[src/rtl/ysyx_23060136_ifu_arb_resp.sv]
// Instruction-fetch response arbiter: turns one IFU fetch request into a
// single AXI-style AR/R memory read and hands back one doubleword response.
// Handles in-flight flushes (drop the response, still finish the bus read)
// and an R-phase timeout that answers with a NOP pair plus an error flag.
// Optional feature: define YSYX_23060136_IFU_RANGE_CHECK_EN to answer requests
// outside [ysyx_23060136_MBASE, ysyx_23060136_MEND) locally with an error.
`ifdef YSYX_23060136_IFU_RANGE_CHECK_EN
`ifndef ysyx_23060136_MBASE
`define ysyx_23060136_MBASE 32'h8000_0000
`endif
`ifndef ysyx_23060136_MEND
`define ysyx_23060136_MEND 32'h8800_0000
`endif
`endif

module ysyx_23060136_ifu_arb_resp #(
    parameter int ADDR_W      = 32,
    parameter int DATA_W      = 64,
    parameter int TIMEOUT_CYC = 255
) (
    input  logic              clk,
    input  logic              rst,
    input  logic [ADDR_W-1:0] ARBITER_IFU_pc,
    input  logic              ARBITER_IFU_pc_valid,
    output logic              ARBITER_IFU_pc_ready,
    output logic [DATA_W-1:0] ARBITER_IFU_inst,
    output logic              ARBITER_IFU_inst_valid,
    input  logic              ARBITER_IFU_inst_ready,
    output logic              ARBITER_IFU_resp_err,
    input  logic              IFU_flush,
    output logic [ADDR_W-1:0] MEM_araddr,
    output logic              MEM_arvalid,
    input  logic              MEM_arready,
    input  logic [DATA_W-1:0] MEM_rdata,
    input  logic [1:0]        MEM_rresp,
    input  logic              MEM_rvalid,
    output logic              MEM_rready
);

    localparam logic [DATA_W-1:0] NOP_PAIR = DATA_W'(64'h00000013_00000013);
    localparam int CNT_W = (TIMEOUT_CYC < 1) ? 1 : $clog2(TIMEOUT_CYC + 1);
    localparam logic [CNT_W-1:0] CNT_MAX = CNT_W'(TIMEOUT_CYC);

    typedef enum logic [1:0] {S_IDLE, S_AR, S_R, S_RESP} state_t;

    state_t            state_q;
    logic              pc_ready_q, arvalid_q, rready_q, inst_valid_q, err_q, drop_q;
    logic [ADDR_W-1:0] araddr_q;
    logic [DATA_W-1:0] inst_q;
    logic [CNT_W-1:0]  cnt_q, cnt_d;
    logic [ADDR_W-1:0] addr_aligned;
    logic              timeout, drop_now, bypass;

    // Low address bits only matter to the optional range check.
    logic unused_pc_lo;
    assign unused_pc_lo = ^ARBITER_IFU_pc[2:0];

    assign addr_aligned = {ARBITER_IFU_pc[ADDR_W-1:3], 3'b000};
    // Last permitted wait cycle: this R cycle is the TIMEOUT_CYC-th one.
    assign timeout      = (32'(cnt_q) + 32'd1 >= 32'(TIMEOUT_CYC));
    // A flush arriving in the same cycle as the data still drops it.
    assign drop_now     = drop_q | IFU_flush;
    // Saturating wait counter; it must never wrap back into a live range.
    assign cnt_d        = (cnt_q == CNT_MAX) ? cnt_q : cnt_q + CNT_W'(1);

`ifdef YSYX_23060136_IFU_RANGE_CHECK_EN
    assign bypass = !((ARBITER_IFU_pc >= ADDR_W'(`ysyx_23060136_MBASE)) &&
                      (ARBITER_IFU_pc <  ADDR_W'(`ysyx_23060136_MEND)));
`else
    assign bypass = 1'b0;
`endif

    // Fetch FSM with all outputs registered alongside the state.
    always_ff @(posedge clk or posedge rst) begin
        if (rst) begin
            state_q      <= S_IDLE;
            pc_ready_q   <= 1'b1;
            arvalid_q    <= 1'b0;
            rready_q     <= 1'b0;
            inst_valid_q <= 1'b0;
            err_q        <= 1'b0;
            drop_q       <= 1'b0;
            araddr_q     <= '0;
            inst_q       <= '0;
            cnt_q        <= '0;
        end else begin
            case (state_q)
                S_IDLE: begin
                    if (ARBITER_IFU_pc_valid) begin
                        araddr_q   <= addr_aligned;
                        pc_ready_q <= 1'b0;
                        if (bypass) begin
                            state_q      <= S_RESP;
                            inst_q       <= NOP_PAIR;
                            err_q        <= 1'b1;
                            inst_valid_q <= 1'b1;
                        end else begin
                            state_q   <= S_AR;
                            arvalid_q <= 1'b1;
                        end
                    end
                end
                S_AR: begin
                    if (IFU_flush) drop_q <= 1'b1;
                    if (MEM_arready) begin
                        state_q   <= S_R;
                        arvalid_q <= 1'b0;
                        rready_q  <= 1'b1;
                        cnt_q     <= '0;
                    end
                end
                S_R: begin
                    if (IFU_flush) drop_q <= 1'b1;
                    if (!MEM_rvalid) cnt_q <= cnt_d;
                    if (MEM_rvalid || timeout) begin
                        rready_q <= 1'b0;
                        if (drop_now) begin
                            state_q    <= S_IDLE;
                            pc_ready_q <= 1'b1;
                            drop_q     <= 1'b0;
                        end else begin
                            state_q      <= S_RESP;
                            inst_valid_q <= 1'b1;
                            inst_q       <= MEM_rvalid ? MEM_rdata : NOP_PAIR;
                            err_q        <= MEM_rvalid ? (MEM_rresp != 2'b00) : 1'b1;
                        end
                    end
                end
                S_RESP: begin
                    if (IFU_flush || ARBITER_IFU_inst_ready) begin
                        state_q      <= S_IDLE;
                        inst_valid_q <= 1'b0;
                        pc_ready_q   <= 1'b1;
                    end
                end
                default: begin
                    state_q    <= S_IDLE;
                    pc_ready_q <= 1'b1;
                end
            endcase
        end
    end

    assign ARBITER_IFU_pc_ready   = pc_ready_q;
    assign ARBITER_IFU_inst       = inst_q;
    assign ARBITER_IFU_inst_valid = inst_valid_q;
    assign ARBITER_IFU_resp_err   = err_q;
    assign MEM_araddr             = araddr_q;
    assign MEM_arvalid            = arvalid_q;
    assign MEM_rready             = rready_q;

endmodule
[config.mk]
export PLATFORM = sky130hd
export DESIGN_NAME = ysyx_23060136_ifu_arb_resp
export DESIGN_NICKNAME = d
export VERILOG_FILES = /design/src/rtl/ysyx_23060136_ifu_arb_resp.sv
export SDC_FILE = /design/constraint.sdc
export NUM_CORES = 1
export LEC_CHECK = 0
export CELL_PAD_IN_SITES_DETAIL_PLACEMENT = 1
export CELL_PAD_IN_SITES_GLOBAL_PLACEMENT = 1
export CORE_UTILIZATION = 32
export CTS_BUF_LIST = sky130_fd_sc_hd__clkbuf_4 sky130_fd_sc_hd__clkbuf_8
export CTS_CLUSTER_DIAMETER = 200
export DETAILED_ROUTE_END_ITERATION = 8
export GPL_TIMING_DRIVEN = 0
export HOLD_SLACK_MARGIN = 0.03
export PLACE_DENSITY_LB_ADDON = 0.12
export SYNTH_ARGS = -nofsm -noshare
export SYNTH_HDL_FRONTEND = slang
export SYNTH_SLANG_ARGS = --single-unit
[constraint.sdc]
create_clock -name clk -period 4.25 [get_ports clk]
set_clock_uncertainty 0.05 [all_clocks]
set_input_delay 0.425 -clock clk [delete_from_list [all_inputs] [get_ports clk]]
set_output_delay 0.425 -clock clk [all_outputs]
set_load 0.05 [all_outputs]
## After elaboration in Yosys (flattened, before gate mapping)

Index checks and enable logic that the tools add are counted.

- Add/sub/neg operators: 2
- $lt $le $gt $ge: 1
- Equality and inequality tests: 12
- Multiplexer cells: 31
- Bitwise gates (word level): 2
- Reduce and logical (&&, ||, !) cells: 16

Operators by type and width:

| kind | number |
|---|---|
| 64-bit 2-to-1 mux | 1 |
| 8-bit 2-to-1 mux | 3 |
| 2-bit != test (second input constant) | 8 |
| 8-bit case mux with 2 select lines | 1 |
| 1-bit 2-to-1 mux | 15 |
| 4-bit AND reduction | 3 |
| 2-bit 2-to-1 mux | 5 |
| 8-bit by 1-bit adder with 9-bit output (second input constant) | 1 |
| 9-bit by 8-bit greater-or-equal comparator with 1-bit output (second input constant) | 1 |
| 3-bit AND reduction | 3 |
| 8-bit by 1-bit adder with 8-bit output (second input constant) | 1 |
| 8-bit == test (second input constant) | 1 |
| 1-bit case mux with 2 select lines | 4 |
| 2-bit case mux with 4 select lines | 1 |
| 2-bit nonzero test | 4 |
| 5-bit AND reduction | 1 |
| 2-bit == test (second input constant) | 2 |
| 1-bit case mux with 3 select lines | 1 |
| 3-bit nonzero test | 1 |
| 2-bit by 1-bit == test with 1-bit output (second input constant) | 1 |
| 2-bit logical NOT | 1 |
| 1-bit logical OR | 2 |
| 2-bit AND reduction | 1 |
| 1-bit inverter | 1 |
| 1-bit OR | 1 |

- Register bits after elaboration: 109
- Input port bits: 105
- Output and inout bits: 101
- Word-level logic and storage cells: 74

## Longest topological paths before layout

- Depth in word-level cells: 5
- Gate-level depth with buffers: 10

## Worst setup path before layout

OpenSTA, ideal clock, no wires.

- Kind: register to register
- From: register state_q[0]
- To: register inst_q[34], in the netlist ARBITER_IFU_inst[34]
- Arrival: 2.006 ns
- Required time: 4.133 ns
- Setup slack: 2.127 ns
- Cell stages (with the launch flop): 9
- Path buffers: 2
- Period minus slack after synthesis: 2.123 ns
- Cells stage by stage: dfrtp_1 > inv_1 > ha_1 > inv_1 > nor3_4 > and2_1 > buf_2 > clkbuf_1 > a22o_1

- Longest elaborated chain between the ends: 2

RTL lines:

| item | line | text |
|---|---|---|
| start, declared | 46 | `state_t state_q;` |
| start signal, assigned | 76 | `state_q <= S_IDLE;` |
| start signal, assigned | 93 | `state_q <= S_RESP;` |
| start signal, assigned | 98 | `state_q <= S_AR;` |
| 2-bit == test | 87 | `case (state_q)` |
| 3-bit AND reduction (no line) | - |  |
| end signal, assigned | 124 | `inst_q <= MEM_rvalid ? MEM_rdata : NOP_PAIR;` |
| end, declared | 49 | `logic [DATA_W-1:0] inst_q;` |

Every way passes these cells.
A chain may end at the register's enable or synchronous reset.

## Final worst setup path

- From: register state_q[0]
- To: register inst_q[48], in the netlist ARBITER_IFU_inst[48]

The elaborated chain is that of the path after synthesis.

==> summary.txt <==
Die
  • Io pins: 206
  • Core box area: 13,400 um2
  • Die Wd: 120 um
  • Initial Util: 33.2%
  • Die Area: 14,400 um2
  • Die H: 120 um
  • Row Count: 42

Clocking
  • Clock slew at reported path FFs: 110 ps
  • Max H-tree Level: 3
  • CTS tree: yes
  • Clk sink count: 109
  • Post-CTS Setup Bufs: 0
  • Hold-fix buffers, CTS: 0
  • Root Buffer: clkbuf_8
  • TritonCTS Buffers: 9
  • Gates resized, CTS repair: 0
  • Worst-case clock buffer depth: 2
  • Clk_lat worst skew: 390 ps

Worst setup path
  • Startpoint Class: flop
  • Setup crit end kind: flop
  • CP required: 4540 ps
  • CP startpoint: state_q[0]
  • Worst Path Max Fanout: 10
  • Worst Path Arrival: 3010 ps
  • R2r startpoint: state_q[0]
  • R2R depth: 8
  • Crit Path Class: reg2reg

Synthesis
  • Xor and xnor area share after synthesis: 0%
  • Area share of and/or/nand/nor cells after synthesis: 5.82%
  • Seq/Total Area, Yosys: 61.3%
  • Cell Area, Synth: 4450 um2
  • Ys async rst share: 100%
  • YS warnings: 0
  • Main combinational cell family by area after synthesis: compound AO/OA/AOI/OAI gates
  • Compound-Gate Fraction of Synth Area: 19.0%
  • Yosys cell types: 43
  • Post-synthesis adder-cell area fraction: 1.97%
  • Syn Inst Count: 334
  • Syn_area_per_cell: 13.3 um2
  • Synthesized flop and latch total: 109
  • Synth Flop Type: dfrtp_1
  • EDFF count, synth: 0
  • Multiplexer share of the synthesized area: 8.06%

Power and ir drop
  • PwrDens: 872 nW/um2
  • Worst vdd ir: 395 uV
  • Leakage: 0.00295 uW
  • Final Total Pwr: 6030 uW

Route
  • Final WL: 12,300 um
  • Via count: 3,507
  • Vias per inst: 4.82
  • DR WL/cell: 17.0 um
  • DRT iter0 DRCs: 141
  • Final ANT Viol Nets: 0
  • DR DRC count: 0
  • Drt pass-1 iters: 4

Hold path
  • Worst Hold Class: reg2reg
  • Hold path depth: 2
  • Hold Startpoint: ARBITER_IFU_pc_ready

Global route
  • GR Util All Layers: 18.2%
  • Initial antenna violation count: 0
  • Vias in the first global route: 3,830
  • Grt ovf: 0
  • First-pass GRT wire length: 20,200 um
  • Largest net degree at the start of global routing: 57

Placed design
  • GPL Wtd Cong: 0.762
  • Port buffer count: 199
  • Post-DP Area: 6700 um2
  • Post-DP HPWL: 9210 um

STA
  • Setup TNS: 0 ps
  • Relative slew slack: 53.5%
  • Final min period: 2720 ps
  • Final hold slack: 442 ps
  • Fin. max-slew vios: 0
  • Fin crit share: 64.1%
  • Endpoints failing setup: 0
  • Unrepaired setup endpoints after global routing: no
  • Worst Tran Pin Value: 697 ps
  • Final Hold Violating Endpoints: 0
  • Maximum clock frequency: 367 MHz

Cells and area
  • Area taken by multi-input logic gates: 1560 um2
  • Non-Filler Cell Area, Final: 6910 um2
  • Post-layout util: 51.6%
  • Layout Area Growth over Synthesis: 55.3%
  • Fill cells: 1,406
  • Share of cells above drive strength 1: 12.3%
  • Antenna diode count: 0
  • Nets: 659
  • Storage cell area: 2730 um2

Run
  • Max Cap Viol: 0

Run status
  • Status: completed
==> flip-flops by register name (all words and copies together) (netlist names) <==
name                    flops
MEM_rready                  1
cnt_q                       8
MEM_arvalid                 1
ARBITER_IFU_resp_err        1
ARBITER_IFU_pc_ready        1
state_q                     2
ARBITER_IFU_inst_valid      1
MEM_araddr                 29
drop_q                      1
ARBITER_IFU_inst           64
==> layout make-up <==
cell class	count	area share, %
Sequential cell	109	39.5
Timing Repair Buffer	200	29.2
Multi-Input combinational cell	193	22.6
Tap cell	176	3.18
Buffer	24	1.92
Clock buffer	10	1.90
Clock inverter	6	1.16
Inverter	10	0.579
==> synthesized netlist by cell type, types with 2 or more instances <==
master / n / area (um2)
nand2b_1: 4 / 25.0
a21o_1: 4 / 30.0
nand2_1: 9 / 33.8
buf_6: 3 / 33.8
o21ai_0: 12 / 60.1
a21oi_1: 6 / 30.0
nand3_1: 4 / 20.0
ha_1: 7 / 87.6
nor2_1: 10 / 37.5
and2_1: 2 / 12.5
nand4_1: 2 / 12.5
buf_1: 2 / 7.51
o22a_1: 6 / 52.6
nor3_1: 3 / 15.0
dfrtp_1: 108 / 2700
inv_1: 10 / 37.5
buf_2: 7 / 35.0
buf_4: 3 / 22.5
a22o_1: 63 / 552
mux2_2: 31 / 349
o31ai_1: 2 / 15.0
nor2b_1: 4 / 25.0
clkbuf_1: 9 / 33.8
a31oi_1: 4 / 25.0
==> routing by layer <==
layer  global-route usage (%)  wire length [um]  vias up  share of wire (%)
li1                         -                 -     1648                  -
met2                     28.3              5690      135                 46
met3                     5.89              1040       15                8.5
met4                     7.66               238        0                1.9
met1                     23.1              5380     1709                 44
met5                        0                 0        -                  0
==> cells by family (layout without fill, tap and decap cells) <==
group,Yosys count,in the layout
AOI/OAI and AO/OA,105,105
and+or+nand+nor,46,46
other,1,3
DFF,109,109
muxes,32,32
adders and majority gates,7,7
buffers and inverters,34,250
==> placed cells by master, fill, tap and decap left out, types with 6 or more instances in the layout <==
cell | netlist | final
mux2_2 | 31 | 31
a21oi_1 | 6 | 6
dfrtp_1 | 108 | 108
clkbuf_8 | 0 | 9
nor2_1 | 10 | 10
a22o_1 | 63 | 63
ha_1 | 7 | 7
buf_2 | 7 | 7
inv_1 | 10 | 9
o21ai_0 | 12 | 12
clkbuf_1 | 9 | 9
o22a_1 | 6 | 6
clkdlybuf4s50_1 | 0 | 199
nand2_1 | 9 | 9
==> report_power, final <==
group	switching (uW)	total (uW)	internal, uW	leakage [uW]
logic	2270	3570	1300	0.00148
registers	267	1790	1520	0.00137
clock network	381	673	293	0.000106
total	2920	6030	3110	0.00295
==> final timing paths <==
path                            slack (ps)              endpoint
worst max register to register        1530  ARBITER_IFU_inst[48]
worst min register to register         440  ARBITER_IFU_pc_ready
min in group asynchronous              450  ARBITER_IFU_inst[59]
worst max-delay path                  1530  ARBITER_IFU_inst[48]
worst min-delay path                   440  ARBITER_IFU_pc_ready
max in group asynchronous             2950  ARBITER_IFU_pc_ready
==> critical path: stages (launching register included) <==
cell and delay (ps):
dfrtp_1 420, inv_1 160, ha_1 290, inv_1 180, nor3_4 430, and2_1 260, buf_2 250, clkbuf_1 420
a22o_1 210
==> through the flow <==
stage,worst slack (ps),instances
2_1_floorplan,903,336
3_3_place_gp,-826,711
3_5_place_dp,1510,712
4_1_cts,1470,728
5_1_grt,1260,728
6_report,1530,728
Power figures use the tool's default switching activity.
